## config.mk

```make
export PLATFORM = sky130hd
export DESIGN_NAME = lift_call_scheduler
export DESIGN_NICKNAME = d
export VERILOG_FILES = /design/src/rtl/lift_pkg.sv /design/src/rtl/lift_call_fifo.sv /design/src/rtl/lift_call_scheduler.sv
export SDC_FILE = /design/constraint.sdc
export NUM_CORES = 1
export LEC_CHECK = 0
export ABC_AREA = 0
export CAP_MARGIN = 30
export CORE_ASPECT_RATIO = 2
export CORE_MARGIN = 2
export CORE_UTILIZATION = 49
export DETAILED_ROUTE_END_ITERATION = 8
export PLACE_DENSITY = 0.71
export SLEW_MARGIN = 30
export SYNTH_ARGS = -nofsm -noshare
export SYNTH_HDL_FRONTEND = slang
export SYNTH_SLANG_ARGS = --single-unit
```

## constraint.sdc

```tcl
create_clock -name clk -period 2.8 [get_ports clk]
set_input_delay 0.7 -clock clk [delete_from_list [all_inputs] [get_ports clk]]
set_output_delay 0.7 -clock clk [all_outputs]
set_load 0.01 [all_outputs]
```

## src/rtl/lift_pkg.sv

```systemverilog
// Shared definitions for the lift hall-call scheduler: request codes,
// call-bit/code mapping helpers and the sequencer state type.
package lift_pkg;

    localparam logic [2:0] CodeNone = 3'b000;
    localparam logic [2:0] Code1U   = 3'b001;
    localparam logic [2:0] Code2U   = 3'b010;
    localparam logic [2:0] Code3U   = 3'b011;
    localparam logic [2:0] Code4D   = 3'b100;
    localparam logic [2:0] Code2D   = 3'b110;
    localparam logic [2:0] Code3D   = 3'b111;

    localparam logic [1:0] DirStay = 2'b00;
    localparam logic [1:0] DirUp   = 2'b01;
    localparam logic [1:0] DirDown = 2'b10;

    localparam int unsigned NumCalls = 6;

    typedef enum logic [1:0] {
        StIdle,
        StIssue,
        StGap
    } seq_state_e;

    function automatic logic [2:0] call_code(input logic [2:0] idx);
        logic [2:0] code;
        case (idx)
            3'd0:    code = Code1U;
            3'd1:    code = Code2U;
            3'd2:    code = Code3U;
            3'd3:    code = Code2D;
            3'd4:    code = Code3D;
            3'd5:    code = Code4D;
            default: code = CodeNone;
        endcase
        return code;
    endfunction

    function automatic logic [5:0] code_mask(input logic [2:0] code);
        logic [5:0] mask;
        case (code)
            Code1U:  mask = 6'b000001;
            Code2U:  mask = 6'b000010;
            Code3U:  mask = 6'b000100;
            Code2D:  mask = 6'b001000;
            Code3D:  mask = 6'b010000;
            Code4D:  mask = 6'b100000;
            default: mask = 6'b000000;
        endcase
        return mask;
    endfunction

    // Lowest set index wins so simultaneous presses enter the FIFO bit0 first.
    function automatic logic [2:0] lowest_idx(input logic [5:0] mask);
        logic [2:0] idx;
        idx = 3'd0;
        for (int i = 5; i >= 0; i--) begin
            if (mask[i]) idx = 3'(i);
        end
        return idx;
    endfunction

endpackage

```

## src/rtl/lift_call_fifo.sv

```systemverilog
// Six-entry, 3-bit circular FIFO holding request codes in arrival order.
// Pointers wrap modulo 6.
module lift_call_fifo
    import lift_pkg::*;
(
    input  logic       clk,
    input  logic       rst,
    input  logic       push,
    input  logic [2:0] push_data,
    input  logic       pop,
    output logic [2:0] head,
    output logic [2:0] count
);

    logic [2:0] mem_q [NumCalls];
    logic [2:0] wptr_q;
    logic [2:0] rptr_q;
    logic [2:0] count_q;

    function automatic logic [2:0] ptr_inc(input logic [2:0] p);
        return (p == 3'd5) ? 3'd0 : p + 3'd1;
    endfunction

    always_ff @(posedge clk) begin
        if (rst) begin
            wptr_q  <= 3'd0;
            rptr_q  <= 3'd0;
            count_q <= 3'd0;
        end else begin
            if (push) wptr_q <= ptr_inc(wptr_q);
            if (pop)  rptr_q <= ptr_inc(rptr_q);
            count_q <= count_q + 3'(push) - 3'(pop);
        end
    end

    always_ff @(posedge clk) begin
        if (push) mem_q[wptr_q] <= push_data;
    end

    assign head  = mem_q[rptr_q];
    assign count = count_q;

    a_no_overflow: assert property (@(posedge clk) disable iff (rst)
        !(push && count_q == 3'd6));
    a_no_underflow: assert property (@(posedge clk) disable iff (rst)
        !(pop && count_q == 3'd0));

endmodule

```

## src/rtl/lift_call_scheduler.sv

```systemverilog
// Captures and dedups hall calls, serialises them into a FIFO and issues
// them one at a time to the lift FSM, paced by fsm_done.
module lift_call_scheduler
    import lift_pkg::*;
#(
    parameter int unsigned GAP_CYCLES = 1
) (
    input  logic       clk,
    input  logic       rst,
    input  logic [5:0] call,
    input  logic       fsm_done,
    output logic [2:0] fsm_din,
    output logic       fsm_qempty,
    output logic [5:0] pending,
    output logic [2:0] q_count,
    output logic       issue
);

    localparam int unsigned GapW = (GAP_CYCLES > 1) ? $clog2(GAP_CYCLES) : 1;

    seq_state_e      state_q, state_d;
    logic [GapW-1:0] gap_cnt_q, gap_cnt_d;
    logic [5:0]      arrived_q, arrived_d;
    logic [5:0]      pending_q, pending_d;
    logic [2:0]      din_q, din_d;
    logic            issue_q, issue_d;
    logic            qempty_q, qempty_d;

    logic            push, pop;
    logic [2:0]      push_idx;
    logic [5:0]      push_mask, pop_mask, accept;
    logic [2:0]      head, count, count_d;

    lift_call_fifo u_fifo (
        .clk       (clk),
        .rst       (rst),
        .push      (push),
        .push_data (call_code(push_idx)),
        .pop       (pop),
        .head      (head),
        .count     (count)
    );

    always_comb begin
        pop       = (state_q == StIssue);
        pop_mask  = pop ? code_mask(head) : 6'b0;
        // A code popped this edge is free again, so a re-press is a fresh call.
        accept    = call & (~pending_q | pop_mask);
        push      = |arrived_q;
        push_idx  = lowest_idx(arrived_q);
        push_mask = push ? (6'b000001 << push_idx) : 6'b0;
        arrived_d = (arrived_q & ~push_mask) | accept;
        pending_d = (pending_q & ~pop_mask) | accept;
        count_d   = count + 3'(push) - 3'(pop);

        state_d   = state_q;
        gap_cnt_d = gap_cnt_q;
        unique case (state_q)
            StIdle: begin
                if (count != 3'd0 && fsm_done) state_d = StIssue;
            end
            StIssue: begin
                state_d   = StGap;
                gap_cnt_d = GapW'(GAP_CYCLES - 1);
            end
            StGap: begin
                if (gap_cnt_q == '0) state_d = StIdle;
                else                 gap_cnt_d = gap_cnt_q - 1'b1;
            end
            default: state_d = StIdle;
        endcase

        // Head is stable across the IDLE->ISSUE edge since no pop happens there.
        issue_d  = (state_d == StIssue);
        din_d    = issue_d ? head : CodeNone;
        qempty_d = (count_d == 3'd0) && (arrived_d == 6'b0) && (state_d != StIssue);
    end

    always_ff @(posedge clk) begin
        if (rst) begin
            state_q   <= StIdle;
            gap_cnt_q <= '0;
            arrived_q <= 6'b0;
            pending_q <= 6'b0;
            din_q     <= CodeNone;
            issue_q   <= 1'b0;
            qempty_q  <= 1'b1;
        end else begin
            state_q   <= state_d;
            gap_cnt_q <= gap_cnt_d;
            arrived_q <= arrived_d;
            pending_q <= pending_d;
            din_q     <= din_d;
            issue_q   <= issue_d;
            qempty_q  <= qempty_d;
        end
    end

    assign fsm_din    = din_q;
    assign fsm_qempty = qempty_q;
    assign pending    = pending_q;
    assign q_count    = count;
    assign issue      = issue_q;

endmodule

```

==> impl_results.md <==
* Initial antenna violation count at 0
* Synth Instances at ~180
* Vias in the first global route at ~1,500
* Worst-Margin Slew at around 0.77 ns
* Residual DRC at 0
* R2r setup slk at between 0.3 and 0.4 ns
* Area growth from synthesis to layout at 17.61%
* Clock sink count at 49
* Post-synth top flop: dfxtp_1
* Commonest cells in the synthesized netlist: dfxtp_1 (31), nor2_1 (25), edfxtp_1 (18), inv_1 (17), a21oi_1 (12)
* Drt first pass iters at 4
* Die area at around 4600 um^2
* Skew-Pair Late Insertion Delay at 0.29 ns
* YS warnings at 0
* Power density cells at 764.0 nW/um^2
* Tmin final at 2.499 ns
* Final period utilization at between 80% and 90%
* Placed inst area at 2275 um^2
* Outcome: finished clean
* CP Data Required Time at 2.99 ns
* CP endpoint kind: register
* Post-CTS Resized at 0
* Final setup viols at 0
* Async S/R FF share, synth at 0%
* Leak at between 0.9 and 1 nW
* Layout cells sized above 1 at 9.901%
* Top cells by area, synth: dfxtp_1 (31%), edfxtp_1 (27%), nor2_1 (4.7%)
* Die Wd at roughly 49 um
* Routed WL per cell at 17.29 um
* Hold Buf Count CTS at 0
* Final HPWL DP at 3446 um
* Syn Area/Cell at 11.45 um^2
* RSZ-0062 raised after global routing: no
* Top-count cell post-synth: dfxtp_1
* Final Max Tran Viols at 0
* Number of I/O pins at 23
* Layout Nets at between 200 and 250
* Share of the synthesized area in the top cell type at a little under a third
* Ant. Diodes at 0
* Initial core utilization at 51.58%
* First-pass GRT wire length at 7003 um
* Post-CTS setup buffer count at 0
* DRT iter0 DRCs at 43
* Synth cell types at 41
* Post-Syn Nets at 187
* Cell Rows at 32
* Startpoint Class: register
* R2R Path End: fsm_qempty
* Worst EP arrival at 2.69 ns
* VDD IR max at just over 0.5 mV
* Pin count of the biggest net entering global routing at 24
* Num CTS Buffers at 5
* Total Power at roughly 0.0018 W
* GR Overflow Total at 0
* Final Skew at 0.005092 ns
* Fmax achieved at 400.2 MHz
* Fin Setup TNS at 0 ns
* Fin. Hold Viols at 0
* Aggregate routed wire length at 4374 um
* Slew HR at 48.07%
* GR Util All Layers at 21.00%
* CTS tree: done
* Max FO, Critical Path at 7
* Final instance area at 2356 um^2
* Seq cells post-synth at 49
* Via density at 5.597
* Worst R2R Path Depth at 6
* IO Port Bufs at 22
* Via count at around 1,400
* Die Y at 94.42 um
* CTS max path bufs at 2
* H-tree depth at 2
* Root cell of the clock tree: clkbuf_8
* Final hold slack at 0.4809 ns
* Fin util at 60.66%
* Critical Path End: fsm_qempty
* WS Path Type: register to register
* Number of synthesized flops with an enable pin at 18
* Mapped cell area at 2003 um^2
* Clk slew on worst S/H paths at approximately 0.080 ns
* MaxCap Viol Count at 0
* Tightest Hold Check Type: register to register
* DRT antenna net count at 0
* Post-synth top area cell: dfxtp_1
* Seq/Total Area, Yosys at 57.96%
* Placer Congestion at 0.8898
* Core Area at 3884 um^2
layout by cell type (no fill, tap or decap), types with 2 or more instances in the layout:
cell / count
dfxtp_1: 31
nor2_1: 25
clkdlybuf4s50_1: 22
edfxtp_1: 18
inv_1: 17
a21oi_1: 12
nand2_1: 9
nor3_1: 6
clkbuf_8: 5
o21ai_0: 4
mux2i_1: 3
mux4_2: 3
nand3_1: 3
xnor2_1: 3
nand2b_1: 2
nor4_1: 2
and2_1: 2
or3_1: 2
mux2_4: 2
mux2_2: 2
a31oi_1: 2
o31ai_1: 2
mux2_1: 2
ha_1: 2
clkinv_1: 2
buf_4: 2
metrics by stage:
step                      setup slack (ns)  instances
after floorplan                     0.3431        175
after global placement              0.4754        245
after detailed placement            0.2928        245
after CTS                           0.3068        253
after global routing                0.2301        253
final                               0.3011        253
sequential cells by signal, indices dropped and copies added, names as in the netlist, named ones only:
| signal | count |
|---|---|
| issue | 1 |
| fsm_din | 3 |
| fsm_qempty | 1 |
| u_fifo.mem_q | 18 |
| u_fifo.wptr_q | 3 |
| pending | 6 |
| arrived_q | 6 |
| u_fifo.count | 3 |
| u_fifo.rptr_q | 3 |
| state_q | 2 |
routing by layer:
metal / vias to the layer above / share of wire (%) / GRT usage (%)
met5: - / 0 / 0
met4: 0 / 6.1 / 16.67
met3: 22 / 3.0 / 3.165
met2: 53 / 58 / 39.98
met1: 677 / 33 / 18.91
li1: 664 / - / -
power breakdown:
group / internal (W) / switching [W] / total [W] / leakage [nW]
registers: 0.000840 / 0.0000763 / 0.000916 / 0.421
clock network: 0.000168 / 0.000212 / 0.000379 / 0.0392
logic: 0.000240 / 0.000265 / 0.000504 / 0.444
total: 0.00125 / 0.000553 / 0.00180 / 0.904
kinds of logic (layout without fill, tap and decap cells):
group | after synthesis | in the layout | share of synthesized area (%)
multiplexers | 13 | 13 | 9.931
buffers and inverters | 22 | 49 | 4.559
XOR/XNOR | 4 | 4 | 1.749
AND/OR/NAND/NOR | 57 | 57 | 13.49
flip-flops | 49 | 49 | 57.96
adder cells (fa/ha/maj) | 3 | 3 | 2.248
AO/OA/AOI/OAI | 27 | 27 | 10.06
worst max-delay path: stages, from the launching register on:
cell and delay (ns):
dfxtp_1 0.52, mux2_4 0.34, mux4_2 0.57, o41ai_2 0.41, a21oi_1 0.16, and4_1 0.17
a41o_1 0.23
area by class of cell:
| type | instances | area, um^2 |
|---|---|---|
| Clock inverter | 3 | 12.51 |
| Multi-Input combinational cell | 104 | 750.7 |
| Timing Repair Buffer | 24 | 235.2 |
| Inverter | 17 | 63.81 |
| Sequential cell | 49 | 1161 |
| Fill cell | 347 | 1528 |
| Clock buffer | 5 | 68.82 |
| Tap cell | 51 | 63.81 |
how the worst min path moves through the flow:
| stage | start | endpoint | slack [ns] | cells after the start |
|---|---|---|---|---|
| 2_1_floorplan | u_fifo.wptr_q[2] | u_fifo.wptr_q[2] | 0.49 | 2 |
| 3_3_place_gp | pending[3] | pending[3] | 0.46 | 2 |
| 3_5_place_dp | pending[3] | pending[3] | 0.48 | 2 |
| 4_1_cts | pending[3] | pending[3] | 0.49 | 2 |
| 5_1_grt | pending[3] | pending[3] | 0.50 | 2 |
| 6_report | pending[3] | pending[3] | 0.48 | 2 |
Power figures use the tool's default switching activity.
